===== config.mk =====
export PLATFORM = sky130hd
export DESIGN_NAME = if_fetch_unit
export DESIGN_NICKNAME = d
export VERILOG_FILES = /design/src/rtl/if_fetch_unit_pkg.sv /design/src/rtl/bht_2bit.sv /design/src/rtl/if_fetch_unit.sv
export SDC_FILE = /design/constraint.sdc
export NUM_CORES = 1
export LEC_CHECK = 0
export CORE_ASPECT_RATIO = 2
export CORE_UTILIZATION = 60
export DETAILED_ROUTE_END_ITERATION = 7
export DONT_BUFFER_PORTS = 1
export PLACE_DENSITY = 0.84
export SYNTH_ARGS = -nofsm -noshare
export SYNTH_HDL_FRONTEND = slang
export SYNTH_HIERARCHICAL = 1
export SYNTH_SLANG_ARGS = --single-unit

===== constraint.sdc =====
create_clock -name CLK -period 4.85 [get_ports CLK]
set_input_delay 0.97 -clock CLK [delete_from_list [all_inputs] [get_ports CLK]]
set_output_delay 0.97 -clock CLK [all_outputs]
set_load 0.05 [all_outputs]

===== src/rtl/if_fetch_unit_pkg.sv =====
// Shared constants for the IF-stage fetch unit: MIPS opcodes, BHT counter states, reset PC.
package if_fetch_unit_pkg;

    localparam logic [31:0] RESET_PC_DEFAULT = 32'h0000_3000;
    localparam int unsigned BHT_BITS_DEFAULT = 6;

    localparam logic [5:0] OP_REGIMM = 6'b000001;
    localparam logic [5:0] OP_J      = 6'b000010;
    localparam logic [5:0] OP_JAL    = 6'b000011;
    localparam logic [5:0] OP_BEQ    = 6'b000100;
    localparam logic [5:0] OP_BNE    = 6'b000101;
    localparam logic [5:0] OP_BLEZ   = 6'b000110;
    localparam logic [5:0] OP_BGTZ   = 6'b000111;

    typedef enum logic [1:0] {
        SNT = 2'd0,
        WNT = 2'd1,
        WT  = 2'd2,
        ST  = 2'd3
    } bht_ctr_e;

endpackage


===== src/rtl/bht_2bit.sv =====
// Bimodal branch history table: 2^BHT_BITS saturating 2-bit counters,
// one combinational read port and one synchronous update port.
module bht_2bit
    import if_fetch_unit_pkg::*;
#(
    parameter int unsigned BHT_BITS = BHT_BITS_DEFAULT
) (
    input  logic                CLK,
    input  logic                CLR,
    input  logic [BHT_BITS-1:0] rd_idx_i,
    output logic [1:0]          rd_ctr_o,
    input  logic                upd_en_i,
    input  logic [BHT_BITS-1:0] upd_idx_i,
    input  logic                upd_taken_i
);

    localparam int unsigned ENTRIES = 1 << BHT_BITS;

    logic [ENTRIES-1:0][1:0] ctr_q;
    logic [1:0]              upd_cur;
    logic [1:0]              upd_nxt;

    // Reads see the pre-update value when read and write hit the same entry.
    assign rd_ctr_o = ctr_q[rd_idx_i];
    assign upd_cur  = ctr_q[upd_idx_i];

    always_comb begin
        upd_nxt = upd_cur;
        if (upd_taken_i) begin
            if (upd_cur != ST) upd_nxt = upd_cur + 2'd1;
        end else begin
            if (upd_cur != SNT) upd_nxt = upd_cur - 2'd1;
        end
    end

    always_ff @(posedge CLK or posedge CLR) begin
        if (CLR) begin
            ctr_q <= {ENTRIES{2'(WNT)}};
        end else if (upd_en_i) begin
            ctr_q[upd_idx_i] <= upd_nxt;
        end
    end

endmodule


===== src/rtl/if_fetch_unit.sv =====
// IF-stage PC generator with static j/jal decode and bimodal prediction of
// conditional branches; EX redirects override everything including stall.
module if_fetch_unit
    import if_fetch_unit_pkg::*;
#(
    parameter logic [31:0] RESET_PC = RESET_PC_DEFAULT,
    parameter int unsigned BHT_BITS = BHT_BITS_DEFAULT
) (
    input  logic        CLK,
    input  logic        CLR,
    input  logic        Stall,
    input  logic        Redirect,
    input  logic [31:0] Redirect_PC,
    input  logic        Update_Valid,
    input  logic [31:0] Update_PC,
    input  logic        Update_Taken,
    input  logic [31:0] IMem_Data,
    output logic [31:0] IMem_Addr,
    output logic [31:0] Instr,
    output logic [31:0] PC,
    output logic [31:0] PC_plus_four,
    output logic        PredictJump,
    output logic        IF_Flush
);

    logic [31:0] pc_q;
    logic [31:0] pc_d;
    logic [31:0] pc_plus4;
    logic [5:0]  opcode;
    logic        is_cond;
    logic        is_uncond;
    logic [31:0] br_target;
    logic [31:0] j_target;
    logic [31:0] pred_target;
    logic [1:0]  bht_ctr;
    logic        predict;
    logic        unused_bits;

    assign pc_plus4 = pc_q + 32'd4;
    assign opcode   = IMem_Data[31:26];

    always_comb begin
        is_cond   = 1'b0;
        is_uncond = 1'b0;
        case (opcode)
            OP_BEQ, OP_BNE, OP_BLEZ, OP_BGTZ, OP_REGIMM: is_cond   = 1'b1;
            OP_J, OP_JAL:                                is_uncond = 1'b1;
            default: ;
        endcase
    end

    assign br_target   = pc_plus4 + {{14{IMem_Data[15]}}, IMem_Data[15:0], 2'b00};
    assign j_target    = {pc_plus4[31:28], IMem_Data[25:0], 2'b00};
    assign pred_target = is_uncond ? j_target : br_target;

    bht_2bit #(
        .BHT_BITS(BHT_BITS)
    ) u_bht (
        .CLK         (CLK),
        .CLR         (CLR),
        .rd_idx_i    (pc_q[BHT_BITS+1:2]),
        .rd_ctr_o    (bht_ctr),
        .upd_en_i    (Update_Valid),
        .upd_idx_i   (Update_PC[BHT_BITS+1:2]),
        .upd_taken_i (Update_Taken)
    );

    assign predict = is_uncond | (is_cond & bht_ctr[1]);

    // Next-PC priority: redirect, stall, prediction, sequential.
    always_comb begin
        pc_d = pc_plus4;
        if (Redirect)     pc_d = {Redirect_PC[31:2], 2'b00};
        else if (Stall)   pc_d = pc_q;
        else if (predict) pc_d = pred_target;
    end

    always_ff @(posedge CLK or posedge CLR) begin
        if (CLR) pc_q <= RESET_PC;
        else     pc_q <= pc_d;
    end

    assign IMem_Addr    = pc_q;
    assign PC           = pc_q;
    assign PC_plus_four = pc_plus4;
    assign Instr        = IMem_Data;
    assign PredictJump  = predict;
    assign IF_Flush     = Redirect;

    assign unused_bits = ^{Redirect_PC[1:0], Update_PC[31:BHT_BITS+2], Update_PC[1:0]};

endmodule


# Word level (Yosys, flattened, before mapping)
# Cells that the tools add are included.
# totals
regBits,160
output_inout_bits,130
# op_classes
muxes,16
n_lt_le_gt_ge,3
n_eq_ne,9
reduce_logical,4
addsub,4
bitwise,2
# ops
cell,count
bitwise mux 128 bit,1
2-to-1 mux 32 bit,4
adder 32 x 3 -> 32 bit (second input constant),1
adder 32 bit,1
binary-select mux 2 bit (select 6 bit),2
equality test 6 x 3 -> 1 bit (second input constant),4
less-than comparator 6 x 7 -> 1 bit (second input constant),2
demux 2 bit (select 6 bit),1
equality test 6 x 2 -> 1 bit (second input constant),2
2-to-1 mux 2 bit,6
equality test 6 x 1 -> 1 bit (second input constant),1
>= comparator 6 x 1 -> 1 bit (second input constant),1
OR reduction 5 bit,1
adder 2 x 1 -> 2 bit (second input constant),1
2-to-1 mux 1 bit,2
!= test 2 x 1 -> 1 bit (second input constant),1
!= test 2 bit (second input constant),1
nonzero test 2 bit,1
OR reduction 2 bit,1
subtractor 2 x 1 -> 2 bit (second input constant),1
bitwise AND 1 bit,1
logical AND 1 bit,1
OR 1 bit,1

# Logic depth before layout (Yosys ltp)
# Gate-level depths: netlist of the first run.
# depth
word_depth,8
mapped_depth,18

# Modules after synthesis
# The synthesis of the first run kept the hierarchy.
# by_module_without_submodules
mod,area_per_inst_um2,cells_each,instances
bht_2bit,7357.1,691,1
if_fetch_unit,4489.3,582,1

# Worst setup path after synthesis of the first run
# Ideal clock, no wire load.
# synth_path
path_type,reg2reg
startpoint,register pc_q[6] (netlist: IMem_Addr[6])
endpoint,register pc_q[31] (netlist: IMem_Addr[31])
setup_time_ns,0.070
arrival_ns,4.866
path_stages_with_launch,18
setup_slack_ns,-0.086
period_less_slack_ns,4.936
n_path_buf,1
required_time_ns,4.780
path_cell_list,dfrtp_1 -> and3_1 -> nand3_1 -> nor2_1 -> and3_1 -> and2_0 -> nand2_1 -> xnor2_1 -> ha_1 -> clkbuf_1 -> o21a_1 -> o21a_1 -> o21ai_0 -> a31oi_2 -> or3_2 -> nand3_2 -> mux2_4 -> nand4_1
# synth_via
elab_cells_between_ends,10
# synth_rtl
element,line_no,text
start: declaration,if_fetch_unit.sv:26,logic [31:0] pc_q;
start signal: assignment,if_fetch_unit.sv:80,else pc_q <= pc_d;
adder 32 x 3 -> 32 bit,if_fetch_unit.sv:39,assign pc_plus4 = pc_q + 32'd4;
net PC_plus_four[27],if_fetch_unit.sv:21,"output logic [31:0] PC_plus_four,"
adder 32 bit,if_fetch_unit.sv:52,"assign br_target = pc_plus4 + {{14{IMem_Data[15]}}, IMem_Data[15:0], 2'b00};"
2-to-1 mux 32 bit,if_fetch_unit.sv:54,assign pred_target = is_uncond ? j_target : br_target;
2-to-1 mux 32 bit,if_fetch_unit.sv:75,else if (predict) pc_d = pred_target;
2-to-1 mux 32 bit,if_fetch_unit.sv:74,else if (Stall) pc_d = pc_q;
2-to-1 mux 32 bit,if_fetch_unit.sv:73,"if (Redirect) pc_d = {Redirect_PC[31:2], 2'b00};"
# The timed path passes the listed nets, and every way through them passes these cells. The select of a mux whose other input is x is not followed.
# A chain may end at the register's enable or synchronous reset.

# Worst setup path in the final report of the first run
# layout_path
startpoint,register pc_q[2] (netlist: IMem_Addr[2])
endpoint,output port PredictJump
# layout_via
elab_chain_len,4
# layout_rtl
element,line_no,text
binary-select mux 2 bit (select 6 bit),bht_2bit.sv:24,assign rd_ctr_o = ctr_q[rd_idx_i];
2-to-1 mux 2 bit (implied by the code),bht_2bit.sv:24,
net bht_ctr[1],if_fetch_unit.sv:35,logic [1:0] bht_ctr;
bitwise AND 1 bit,if_fetch_unit.sv:68,assign predict = is_uncond | (is_cond & bht_ctr[1]);
OR 1 bit,if_fetch_unit.sv:68,
end: declaration,if_fetch_unit.sv:22,"output logic PredictJump,"
# The timed path passes the listed nets, and every way through them passes these cells. The select of a mux whose other input is x is not followed.

==> impl_metrics.py, run 1 <==
metrics = {
    "status": {
        "outcome": "finished, violations left",
        "violations": "design-rule violations",
    },
    "routing": {
        "remaining_drc_errors": 4,
        "wl_per_cell_um": 25.3,
        "dr.pass1.iters": 8,
        "drt_iter0_markers": 895,
        "via_per_inst": 6.94,
        "ant_nets": 0,
        "routed_wirelength_mm": 36.6,
        "vias": 10017,
    },
    "critical_path": {
        "crit_slowest_cell": "mux4_2",
        "regToRegEndpoint": "IMem_Addr[31]",
        "worstPathMaxFanout": 21,
        "cp_top_family": "multiplexers",
        "critPathLaunchType": "register",
        "end_kind": "output pin",
        "reg2reg_from": "IMem_Addr[12]",
        "critical_path_class": "register to output pin",
        "arrival_ns": 3.67,
        "cp_cell_sequence": "buf_4 -> mux4_2 -> mux4_2 -> mux4_2 -> o211a_1 -> nor2_2 -> inv_1",
        "ff2ff_setup_slack_ns": 0.21,
        "crit_top_cell": "mux4_2",
        "timing.critical_path.slowest_cell_delay_ns": 0.65,
        "required_ns": 3.88,
        "path_buf_inv": 2,
        "rr_worst_depth": 17,
    },
    "sta": {
        "fmax_mhz": 215,
        "fin_worst_skew_ns": 0.0172,
        "setup_viol": 0,
        "slew_viol_final": 0,
        "hold_violations": 0,
        "grt_setup_unrepaired": "false",
        "worst_pin_slew_ns": 1.26,
        "timing.final.crit_share_pct": 95.7,
        "setup_tns_ns": 0,
        "max_slew_margin_pct": 15.6,
        "fin_crit_ns": 4.64,
    },
    "placement": {
        "portBuffers": 0,
        "hpwl_mm": 25.2,
        "place_congestion": 0.964,
        "numPlacedInstances": 1409,
    },
    "die": {
        "die_h_um": 197,
        "start_util_pct": 61.8,
        "fp-row-count": 70,
        "dieArea_sq_um": 19500,
        "fp.coreArea_sq_um": 18400,
        "die_x_um": 99.4,
        "io_pins": 232,
    },
    "clock_tree": {
        "clock_sinks": 158,
        "cts_hold_buf": 0,
        "cts-resized-gates": 0,
        "cts_tree": "done",
        "cts_htree_levels": 4,
        "post_cts_buffers": 0,
        "clk_latency_ns": 0.46,
        "cts_root_buf": "clkbuf_16",
        "cts_buffers": 17,
        "clk_pin_slew_ns": 0.07,
        "cts_max_path_buffers": 2,
    },
    "cells_and_area": {
        "layout.cells.non_filler": 1443,
        "syn_to_final_growth_pct": 5.48,
        "nets": 1351,
        "final_util_pct": 65.2,
        "n_fill_cell": 1476,
        "drive_gt1_share_pct": 25.1,
    },
    "global_route": {
        "grt_pass1_wl_mm": 56.2,
        "grt_pass1_vias": 10186,
        "grt_max_degree": 64,
        "grt_usage_pct": 38.8,
        "antenna_found_initial": 0,
        "grt_overflow": 0,
    },
    "power": {
        "sw_frac_of_total_pct": 36.0,
        "power_density_nw_per_um2": 373,
        "power_mw": 4.47,
        "combPwrFrac_pct": 30.8,
        "seq_power_share_pct": 36.0,
        "p_leak_nw": 4.94,
        "intPower_mw": 2.86,
        "peakVddDrop_mv": 0.269,
        "p_switching_mw": 1.61,
        "pwr-share-clk_pct": 33.1,
    },
    "worst_hold_path": {
        "hold_class": "input pin to async pin",
    },
    "yosys": {
        "netlist_instances": 1252,
        "syn_area_sq_um": 11400,
        "yosysWarnings": 6,
        "avgSynthCellArea_sq_um": 9.08,
    },
    "flow_run": {
        "cap_violations": 0,
    },
}
==> metal layers <==
layer	up-vias	global-route usage (%)	share of wire, %	wire, um
met5	-	0	0	0
met4	0	35.1	10	3730
met3	265	15.1	10	3730
met2	679	65.1	50	18200
met1	4731	35.6	30	10900
li1	4342	-	-	-
==> flip-flops by register name, indices dropped and copies added, names as in the netlist <==
| signal | cells |
|---|---|
| IMem_Addr | 30 |
| u_bht/ctr_q | 128 |
==> worst max path at each step <==
stage                     slack [ns]  depth (start not counted)            end          start
after floorplan                 0.02                         17  IMem_Addr[31]   IMem_Addr[4]
after global placement          0.49                         16  IMem_Addr[31]   IMem_Addr[6]
after detailed placement        0.32                         17  IMem_Addr[31]   IMem_Addr[3]
after CTS                       0.24                          7    PredictJump   IMem_Addr[2]
after global routing            0.02                         17  IMem_Addr[31]  IMem_Addr[12]
final                           0.21                          7    PredictJump   IMem_Addr[2]
==> power by group through the flow <==
stage,sequential [mW],combinational [mW],clock (mW)
4_1_cts,1.61,1.35,1.48
5_1_grt,1.62,1.46,1.53
6_report,1.61,1.38,1.48
2_1_floorplan,1.70,1.09,0
3_5_place_dp,1.63,1.34,0
3_3_place_gp,1.62,1.31,0
==> worst register-to-register path, stage by stage, from the launching register on <==
cell,delay [ns]
dfstp_2,0.54
inv_1,0.05
nor3_1,0.34
and3_1,0.30
nand3_1,0.25
nor4_1,0.47
xnor2_1,0.18
ha_1,0.40
a21o_1,0.21
a21o_1,0.18
a21oi_1,0.21
o21bai_1,0.10
a21oi_1,0.24
a31oi_2,0.14
or3_2,0.44
nand3_2,0.12
mux2_4,0.30
nand4_1,0.10
==> layout by cell type (no fill, tap or decap), types with 24 or more instances in the layout <==
| cell type | n |
|---|---|
| dfrtp_1 | 90 |
| inv_1 | 24 |
| nor2_1 | 50 |
| buf_4 | 70 |
| nand2_1 | 250 |
| a221oi_1 | 25 |
| dfstp_2 | 66 |
| mux4_2 | 31 |
| xnor2_1 | 32 |
| o21ai_0 | 115 |
| o21ai_2 | 60 |
| ha_1 | 36 |
| a21oi_1 | 52 |
==> layout make-up <==
cell class	instances	area, sq um	share of cell area (%)
Antenna cell	2	5.00	0.0417
Clock buffer	20	437	3.64
Clock inverter	12	194	1.62
Inverter	27	104	0.866
Multi-Input combinational cell	937	6400	53.4
Sequential cell	158	4040	33.7
Tap cell	216	270	2.25
Timing Repair Buffer	71	546	4.55
==> through the flow <==
step / area [sq um] / hold slack [ns] / setup WS [ns]
floorplan: 11400 / 0.453 / 0.0205
global placement: 11400 / 0.458 / 0.491
detailed placement: 11400 / 0.462 / 0.318
CTS: 12000 / 0.456 / 0.236
global route: 12000 / 0.484 / 0.0153
finish: 12000 / 0.437 / 0.208
No activity file was read; power rests on OpenSTA's default activity.
==> run 2: changes to the inputs <==
- CAP_MARGIN: default -> 40
- SKIP_LAST_GASP: default -> 1
==> run 2 against run 1 <==
The run now ends clean. Die area stayed put. Register-to-register slack got worse by 0.03 ns. Combinational power about the same. Total power down 0.19%. Final cell count increased by 0.62%. Largest cell class unchanged. Routed wire length down 0.64%. Clock power hardly changed. Sequential power is essentially flat. Highest routed layer unchanged. Core utilization rose by 0.67 points. Critical endpoint is now IMem_Addr[31]. Fmax fell by 0.57%. Sequential share of layout area fell by 0.34 points. Worst hold slack better by 0.021 ns.
==> impl_metrics.py, run 2 (synthesis gave the netlist of run 1 again) <==
metrics = {
    "sta": {
        "fin_worst_skew_ns": 0.0124,
        "hold_violations": 0,
        "timing.final.crit_share_pct": 96.3,
        "max_slew_margin_pct": 29.0,
        "slew_viol_final": 0,
        "fmax_mhz": 214,
        "setup_viol": 0,
        "worst_pin_slew_ns": 1.04,
        "setup_tns_ns": 0,
        "fin_crit_ns": 4.67,
        "layout_setup_ws_ns": 0.182,
        "grt_setup_unrepaired": "false",
    },
    "die": {
        "die_h_um": 197,
        "fp-row-count": 70,
        "die_x_um": 99.4,
        "io_pins": 232,
        "fp.coreArea_sq_um": 18400,
        "start_util_pct": 61.8,
        "dieArea_sq_um": 19500,
    },
    "routing": {
        "wl_per_cell_um": 25.0,
        "routed_wirelength_mm": 36.3,
        "dr.pass1.iters": 5,
        "drt_iter0_markers": 819,
        "vias": 9969,
        "ant_nets": 0,
        "remaining_drc_errors": 0,
        "via_per_inst": 6.87,
    },
    "global_route": {
        "use_met3_pct": 13.9,
        "antenna_found_initial": 2,
        "grt_usage_pct": 38.2,
        "grt_pass1_wl_mm": 55.7,
        "grt_max_degree": 64,
        "met1_usage_pct": 35.0,
        "grt_pass1_vias": 10174,
        "grt_overflow": 0,
        "grt-busiest-layer": "met2",
        "use_met2_pct": 65.2,
    },
    "critical_path": {
        "end_kind": "register",
        "regToRegEndpoint": "IMem_Addr[31]",
        "ff2ff_setup_slack_ns": 0.18,
        "critical_path_class": "register to register",
        "arrival_ns": 4.96,
        "reg2reg_from": "IMem_Addr[12]",
        "critPathLaunchType": "register",
        "rr_worst_depth": 17,
        "required_ns": 5.15,
        "worstPathMaxFanout": 7,
    },
    "cells_and_area": {
        "multi_input_area_sq_um": 6400,
        "largest_reg_flops": 128,
        "nets": 1361,
        "top_register": "u_bht/ctr_q",
        "drive_gt1_share_pct": 25.4,
        "layout_commonest_cell": "nand2_1",
        "area.sequential_sq_um": 4040,
        "syn_to_final_growth_pct": 6.56,
        "layout.cells.non_filler": 1452,
        "final_cell_mix": "nand2_1, o21ai_0, dfrtp_1",
        "final_cell_area_sq_um": 12100,
        "n_fill_cell": 1424,
    },
    "clock_tree": {
        "clk_latency_ns": 0.44,
        "post_cts_buffers": 0,
        "clock_sinks": 158,
        "clk_pin_slew_ns": 0.07,
        "cts_tree": "done",
        "cts_max_path_buffers": 2,
        "cts_htree_levels": 4,
        "cts_root_buf": "clkbuf_16",
        "cts_buffers": 17,
    },
    "flow_run": {
        "cap_violations": 0,
    },
    "power": {
        "peakVddDrop_mv": 0.165,
        "power_density_nw_per_um2": 368,
        "intPower_mw": 2.88,
        "sw_frac_of_total_pct": 35.4,
        "p_switching_mw": 1.58,
        "p_leak_nw": 5.01,
        "pwr-share-clk_pct": 32.6,
        "seq_power_share_pct": 35.9,
        "combPwrFrac_pct": 31.5,
    },
    "worst_hold_path": {
        "hold_class": "input pin to async pin",
    },
    "status": {
        "outcome": "finished clean",
    },
    "placement": {
        "place_area_sq_um": 11500,
        "place_congestion": 0.964,
        "hpwl_mm": 25.4,
        "pre_cts_slack_ns": 0.353,
        "numPlacedInstances": 1419,
        "portBuffers": 0,
    },
}
==> run 2: what timing repair did <==
action | in CTS | in global routing
gates resized for setup | 0 | 2
endpoints found under the hold margin | 0 | 0
hold buffers | 0 | 0
endpoints found under the setup margin | 0 | 1
==> run 2: worst max-delay path by stage <==
stage,startpoint,end,slack (ns),cells after the start
finish,IMem_Addr[12],IMem_Addr[31],0.18,17
global route,IMem_Addr[12],IMem_Addr[31],0.002,17
CTS,IMem_Addr[2],PredictJump,0.24,7
detailed placement,IMem_Addr[2],IMem_Addr[31],0.35,17
global placement,IMem_Addr[6],IMem_Addr[31],0.49,16
floorplan,IMem_Addr[4],IMem_Addr[31],0.02,17
==> run 2: stage by stage <==
step	power [mW]	hold slack [ns]	utilization (%)
6_report	4.46	0.458	65.9
5_1_grt	4.61	0.483	65.9
4_1_cts	4.43	0.465	65.8
3_5_place_dp	2.98	0.462	62.4
3_3_place_gp	2.93	0.458	61.7
2_1_floorplan	2.80	0.453	-
==> run 2: layout make-up <==
type | instances | share of cell area (%)
Timing Repair Buffer | 81 | 5.54
Inverter | 27 | 0.857
Antenna cell | 2 | 0.0413
Sequential cell | 158 | 33.3
Clock inverter | 6 | 1.09
Clock buffer | 25 | 4.09
Multi-Input combinational cell | 937 | 52.8
Tap cell | 216 | 2.23
==> run 2: routing by layer <==
layer	share of wire, %	routed length (um)
met1	30	11000
met2	50	18200
met3	10	3630
met4	9.8	3570
met5	0	0
==> run 2: power by group through the flow <==
stage	logic, mW	registers [mW]	clock network, mW
after floorplan	1.09	1.70	0
after global placement	1.31	1.62	0
after detailed placement	1.37	1.62	0
after CTS	1.37	1.60	1.47
after global routing	1.49	1.61	1.51
final	1.41	1.60	1.45
==> run 2: critical path, cell delays in order (launching register included) <==
cell      delay [ns]
dfstp_2         0.53
inv_1           0.05
nor3_1          0.33
and3_1          0.30
nand3_1         0.29
nor4_1          0.46
xnor2_1         0.23
ha_1            0.36
a21o_1          0.21
a21o_1          0.17
a21oi_1         0.20
o21bai_1        0.09
a21oi_1         0.25
a31oi_2         0.14
or3_2           0.44
nand3_2         0.12
mux2i_1         0.22
nand4_1         0.12
==> run 3: changes to the inputs <==
- HOLD_SLACK_MARGIN: default -> 0.08
- SKIP_CTS_REPAIR_TIMING: default -> 1
==> results of run 3 <==
No change in the layout: final DEF, timing and power equal those of run 2.
